### config.mk
export PLATFORM = sky130hd
export DESIGN_NAME = read_stage_rr_arbiter_n
export DESIGN_NICKNAME = d
export VERILOG_FILES = /design/src/rtl/read_stage_rr_arbiter_n.sv
export SDC_FILE = /design/constraint.sdc
export NUM_CORES = 1
export LEC_CHECK = 0
export BUFFER_PORTS_ARGS = -buffer_cell sky130_fd_sc_hd__buf_2
export CAP_MARGIN = 15
export CORE_ASPECT_RATIO = 0.6
export CORE_UTILIZATION = 48
export CTS_BUF_LIST = sky130_fd_sc_hd__clkbuf_2 sky130_fd_sc_hd__clkbuf_4 sky130_fd_sc_hd__clkbuf_8
export DETAILED_ROUTE_END_ITERATION = 7
export GPL_TIMING_DRIVEN = 0
export HOLD_SLACK_MARGIN = 0.12
export PLACE_DENSITY = 0.88
export SYNTH_ARGS = -nofsm -noshare
export SYNTH_HDL_FRONTEND = slang
export SYNTH_SLANG_ARGS = --single-unit
### constraint.sdc
create_clock -name clock -period 3.5 [get_ports clock]
set_input_delay 0.525 -clock clock [delete_from_list [all_inputs] [get_ports clock]]
set_output_delay 0.525 -clock clock [all_outputs]
set_load 0.005 [all_outputs]
### src/rtl/read_stage_rr_arbiter_n.sv
// N-way round-robin VRF read-request arbiter with a registered output stage.
// Define READ_STAGE_ARB_SKID_EN for a 2-entry skid output (ready driven purely from a register).
module read_stage_rr_arbiter_n #(
  parameter int N_IN  = 4,
  parameter int VS_W  = 5,
  parameter int OFF_W = 5,
  parameter int GRP_W = 4,
  parameter int SRC_W = 4,
  parameter int IDX_W = 3,
  parameter int PTR_W = (N_IN > 1) ? $clog2(N_IN) : 1
) (
  input  logic                    clock,
  input  logic                    reset,
  input  logic [N_IN-1:0]         io_in_valid,
  output logic [N_IN-1:0]         io_in_ready,
  input  logic [N_IN*VS_W-1:0]    io_in_bits_vs,
  input  logic [N_IN*OFF_W-1:0]   io_in_bits_offset,
  input  logic [N_IN*GRP_W-1:0]   io_in_bits_groupIndex,
  input  logic [N_IN*SRC_W-1:0]   io_in_bits_readSource,
  input  logic [N_IN*IDX_W-1:0]   io_in_bits_instructionIndex,
  input  logic                    io_out_ready,
  output logic                    io_out_valid,
  output logic [VS_W-1:0]         io_out_bits_vs,
  output logic [OFF_W-1:0]        io_out_bits_offset,
  output logic [GRP_W-1:0]        io_out_bits_groupIndex,
  output logic [SRC_W-1:0]        io_out_bits_readSource,
  output logic [IDX_W-1:0]        io_out_bits_instructionIndex,
  output logic [PTR_W-1:0]        io_out_grant
);

  typedef struct packed {
    logic [PTR_W-1:0] grant;
    logic [IDX_W-1:0] idx;
    logic [SRC_W-1:0] src;
    logic [GRP_W-1:0] grp;
    logic [OFF_W-1:0] off;
    logic [VS_W-1:0]  vs;
  } beat_t;

  logic [PTR_W-1:0] ptr;
  logic [PTR_W-1:0] win;
  logic [PTR_W-1:0] lo;
  logic [PTR_W-1:0] hi;
  logic             found_lo;
  logic             found_hi;
  logic             any_valid;
  logic             can_acc;
  logic             accept;
  logic             pop;
  logic             main_valid;
  beat_t            main_q;
  beat_t            in_beat;

  // Rotating priority: lowest valid index at or above ptr, else lowest valid overall.
  always_comb begin
    lo       = '0;
    hi       = '0;
    found_lo = 1'b0;
    found_hi = 1'b0;
    for (int unsigned i = 0; i < N_IN; i++) begin
      if (io_in_valid[i]) begin
        if (!found_lo) begin
          lo       = PTR_W'(i);
          found_lo = 1'b1;
        end
        if (!found_hi && (i >= 32'(ptr))) begin
          hi       = PTR_W'(i);
          found_hi = 1'b1;
        end
      end
    end
    win       = found_hi ? hi : lo;
    any_valid = found_lo;
  end

  always_comb begin
    in_beat       = '0;
    in_beat.grant = win;
    for (int unsigned i = 0; i < N_IN; i++) begin
      if (PTR_W'(i) == win) begin
        in_beat.vs  = io_in_bits_vs[i*VS_W +: VS_W];
        in_beat.off = io_in_bits_offset[i*OFF_W +: OFF_W];
        in_beat.grp = io_in_bits_groupIndex[i*GRP_W +: GRP_W];
        in_beat.src = io_in_bits_readSource[i*SRC_W +: SRC_W];
        in_beat.idx = io_in_bits_instructionIndex[i*IDX_W +: IDX_W];
      end
    end
  end

  assign accept = reset & can_acc & any_valid;
  assign pop    = main_valid & io_out_ready;

  always_comb begin
    io_in_ready = '0;
    for (int unsigned i = 0; i < N_IN; i++) begin
      io_in_ready[i] = accept & (PTR_W'(i) == win);
    end
  end

  always_ff @(posedge clock or negedge reset) begin
    if (!reset) begin
      ptr <= '0;
    end else if (accept) begin
      ptr <= (win == PTR_W'(N_IN - 1)) ? '0 : win + 1'b1;
    end
  end

`ifdef READ_STAGE_ARB_SKID_EN
  logic  skid_valid;
  beat_t skid_q;

  assign can_acc = !skid_valid;

  // Skid only fills while main is stalled; on pop it refills main so order is kept.
  always_ff @(posedge clock or negedge reset) begin
    if (!reset) begin
      main_valid <= 1'b0;
      main_q     <= '0;
      skid_valid <= 1'b0;
      skid_q     <= '0;
    end else if (!main_valid || pop) begin
      if (skid_valid) begin
        main_q     <= skid_q;
        main_valid <= 1'b1;
        skid_valid <= accept;
        if (accept) skid_q <= in_beat;
      end else begin
        main_valid <= accept;
        if (accept) main_q <= in_beat;
      end
    end else if (accept) begin
      skid_q     <= in_beat;
      skid_valid <= 1'b1;
    end
  end
`else
  assign can_acc = !main_valid | io_out_ready;

  always_ff @(posedge clock or negedge reset) begin
    if (!reset) begin
      main_valid <= 1'b0;
      main_q     <= '0;
    end else if (accept) begin
      main_valid <= 1'b1;
      main_q     <= in_beat;
    end else if (pop) begin
      main_valid <= 1'b0;
    end
  end
`endif

  assign io_out_valid                 = main_valid;
  assign io_out_bits_vs               = main_q.vs;
  assign io_out_bits_offset           = main_q.off;
  assign io_out_bits_groupIndex       = main_q.grp;
  assign io_out_bits_readSource       = main_q.src;
  assign io_out_bits_instructionIndex = main_q.idx;
  assign io_out_grant                 = main_q.grant;

endmodule

### Word-level counts from Yosys, hierarchy flattened

Index checks and enable logic that the tools add are counted.

| word-level totals | value |
|---|---|
| bits in registers | 26 |
| input port bits | 91 |
| output and inout bits | 28 |
| word-level logic and storage cells | 62 |

| operators by class | value |
|---|---|
| add/subtract/negate cells | 1 |
| $lt $le $gt $ge | 3 |
| equal/unequal tests | 4 |
| multiplexer cells | 31 |
| bitwise logic cells | 8 |
| reductions and logical operators | 7 |

Operators with widths:

| operator | count |
|---|---|
| 21-bit 2-to-1 mux | 4 |
| 2-bit 2-to-1 mux | 10 |
| 1-bit 2-to-1 mux | 17 |
| 1-bit AND | 7 |
| 2-bit == test (first input constant) | 2 |
| 1-bit by 2-bit >= comparator with 1-bit output (first input constant) | 2 |
| 1-bit logical NOT | 3 |
| 2-bit by 1-bit adder with 2-bit output (second input constant) | 1 |
| 1-bit by 2-bit == test with 1-bit output (first input constant) | 1 |
| 2-bit == test (second input constant) | 1 |
| 2-bit >= comparator (first input constant) | 1 |
| 1-bit logical AND | 2 |
| 2-bit logical NOT | 1 |
| 2-bit nonzero test | 1 |
| 1-bit OR | 1 |

### Depth between registers and ports, before layout

| logic depth | value |
|---|---|
| depth after elaboration | 19 |
| depth in mapped cells | 9 |
| depth with buffers taken out | 7 |

### Least setup slack after synthesis

OpenSTA, ideal clock, no wires.

| timing | value |
|---|---|
| path type | input port to output port |
| from | input port io_in_valid[1] |
| to | output port io_in_ready[3] |
| arrival time | 2.080 ns |
| required time | 2.975 ns |
| slack | 0.895 ns |
| stages | 6 |
| path buffers | 2 |
| cells stage by stage | a21bo_2 > a221oi_1 > ha_1 > clkbuf_1 > clkbuf_1 > and2_1 |

RTL lines:

| what | line | text |
|---|---|---|
| from (decl) | 14 | `input logic [N_IN-1:0] io_in_valid,` |
| to (decl) | 15 | `output logic [N_IN-1:0] io_in_ready,` |

==> results.toml <==
[power_and_ir_drop]
internal_power_w = 0.00101
power_switching_share_pct = 41.9
p_leak_nw = 1.27
power_w = 0.00173
seq_power_share_pct = 30.0
clkPwrFrac_pct = 11.3
p_sw_w = 0.000726
combPwrFrac_pct = 58.8
cellPowerDensity_nw_per_um2 = 655
ir_worst_vdd_v = 0.000323

[cts]
clock_sinks = 26
cts_resized = 0
clkSlewWorstSetupHoldPaths_ns = 0.09
clockBufferDepth = 2
hold_buffers = 0
cts_tree = "built"
postCtsSetupRepairBufs = 0
root_buffer = "clkbuf_8"
cts_buffers = 3
htree_levels = 1
clock_latency_ns = 0.27

[setup_path]
crit_family = "buffers and inverters"
cp_max_fo = 10
crit_end = "io_in_ready[3]"
worst_path_most_repeated_cell = "clkbuf_1"
crit_slowest_cell = "dfrtp_1"
crit_required_ns = 2.97
worstRegToRegCells = 9
r2r_start = "ptr[1]"
cp-end-kind = "primary output"
r2r_slack_ns = 0.76
cp-start-kind = "flop"
timing.rr.end = "io_out_bits_readSource[3]"
critPathArrivalTime_ns = 2.61
critPathLaunch = "ptr[1]"
worstPathCellList = "a21bo_2, a221oi_2, ha_1, clkbuf_1, clkbuf_1, and2_1, buf_2"
slowest_delay_ns = 0.46
cp_num_cells = 7
crit_type = "flop to primary output"
path_buf_inv = 3

[sta]
fmax_mhz = 319
min_period_ns = 3.13
finalHoldViolations = 0
grt_setup_unrepaired = "false"
finClkSkew_ns = 0.00292
tightest_slew_ns = 0.581
final.period_utilization_pct = 89.5
slew-limit-headroom_pct = 61.3
hold_ws_ns = 0.240
drv_slew = 0
tns_ns = 0
setup_violations = 0

[synth]
synth_ff_type = "dfrtp_1"
synth_enable_flop_cells = 0
postSynthCellCount = 233
syn_nets = 328
synthArstFlopShare_pct = 100
syn_area_per_cell_um2 = 8.30
synth_common_cells = "a31oi_1 (42), dfrtp_1 (26), inv_1 (24)"
synth.area.top_cells = "dfrtp_1 (34%), a31oi_1 (14%), a221o_1 (11%)"
netlist.area_leader.share_pct = 33.7
syn_area_um2 = 1930
ys_seq_area_share_pct = 33.7
synth-seq-cells = 26
ys_types = 30
synth_top_cell_by_area = "dfrtp_1"
yosys_warnings = 0
yosysMostFrequentCell = "a31oi_1"

[global_route]
gr-usage-all-layers_pct = 29.6
gr-total-overflow = 0
grt_antenna_before_repair = 0
grt_pass1_vias = 2046
grt_max_degree = 28
grt_pass1_wl_um = 9910

[floorplan]
initial_core_util_pct = 51.3
dieArea_um2 = 4290
core_area_um2 = 3760
die_width_um = 83.9
dieHeight_um = 51.2
fp-row-count = 17
ios = 119

[route]
vias_per_cell = 5.90
drtAntennaViolNets = 0
drc = 9
wl_per_cell_um = 15.8
drt_iter0_markers = 287
route.final.wire_length_um = 6330
first_pass_iters = 8
vias = 2370

[flow_run]
drv_cap = 0

[place]
port_buffers = 118
place_congestion = 0.862
dp_hpwl_um = 4910

[finish]
nets = 451
antennaDiodeCount = 0
drive_above_1_share_pct = 36.9
area_growth_pct = 36.8
fill_cells = 319

[hold_path]
hold_class = "input port to async pin"

[run_status]
status = "finished, violations left"
violations = "design-rule violations"
-- through the flow --
stage | instance area, µm² | util (%) | worst slack (ns) | std cells
2_1_floorplan | 1930 | - | 0.895 | 233
3_3_place_gp | 2580 | 68.6 | 0.362 | 398
3_5_place_dp | 2580 | 68.6 | 0.295 | 398
4_1_cts | 2640 | 70.1 | 0.177 | 402
5_1_grt | 2640 | 70.2 | 0.211 | 402
6_report | 2640 | 70.2 | 0.366 | 402
-- cells in the final DEF, fill, tap and decap left out, drive strengths merged, types with 2 or more instances in the layout --
cell / instances
a221o: 21
inv: 24
nand2: 22
nand3b: 21
nand4b: 2
ha: 4
and2: 4
mux2: 2
buf: 123
clkbuf: 27
dfrtp: 26
a31oi: 42
nand2b: 2
a21oi: 21
-- kinds of logic after synthesis --
family                     share of synthesized area [%]
DFF                                                 33.7
muxes                                               2.07
buffers and inverters                               11.3
adders and majority gates                           2.59
and+or+nand+nor                                     17.5
AOI/OAI and AO/OA                                   32.9
-- metal layers --
metal	wire length (µm)	GRT usage (%)	share of wire (%)	vias to the layer above
li1	-	-	-	1117
met1	2970	45.0	47	1121
met2	2790	46.6	44	130
met4	12	2.59	0.19	0
met3	553	3.72	8.7	2
met5	0	0	0	-
-- power groups by stage --
stage               sequential (W)  combinational [W]  clock [W]
floorplan                 0.000523           0.000616          0
global placement          0.000515           0.000970          0
detailed placement        0.000523           0.000992          0
CTS                       0.000518           0.000994   0.000196
global route              0.000532            0.00111   0.000206
finish                    0.000519            0.00102   0.000195
-- registers in the layout, summed over array words and instances (netlist names) --
register / count
ptr: 2
io_out_valid: 1
io_out_grant: 2
io_out_bits_readSource: 4
io_out_bits_vs: 5
io_out_bits_instructionIndex: 3
io_out_bits_offset: 5
io_out_bits_groupIndex: 4
-- worst register-to-register path, cell delays in order (launching register included) --
cell and delay (ns):
dfrtp_1 0.46, nor3b_1 0.47, a221oi_2 0.15, inv_1 0.13, ha_1 0.17, clkbuf_1 0.25, clkbuf_1 0.39, a21oi_1 0.08
a221o_1 0.38, a31oi_1 0.19
-- layout make-up --
class	instances	area [µm²]	area share (%)
clock buffer	4	55.1	2.08
buffer	28	129	4.87
sequential	26	651	24.6
tap	47	58.8	2.22
multi-input combinational	155	1070	40.5
inverter	24	90.1	3.41
timing repair buffer	118	591	22.3
-- how the worst min path moves through the flow --
| stage | endpoint | slack, ns | depth (start not counted) |
|---|---|---|---|
| 6_report | io_out_bits_vs[4] | 0.24 | 1 |
| 3_5_place_dp | io_out_grant[1] | 0.52 | 2 |
| 5_1_grt | io_out_grant[0] | 0.30 | 1 |
| 4_1_cts | io_out_bits_offset[0] | 0.26 | 1 |
| 2_1_floorplan | io_out_bits_groupIndex[0] | 0.23 | 0 |
| 3_3_place_gp | io_out_grant[0] | 0.49 | 1 |
Power figures use the tool's default switching activity.
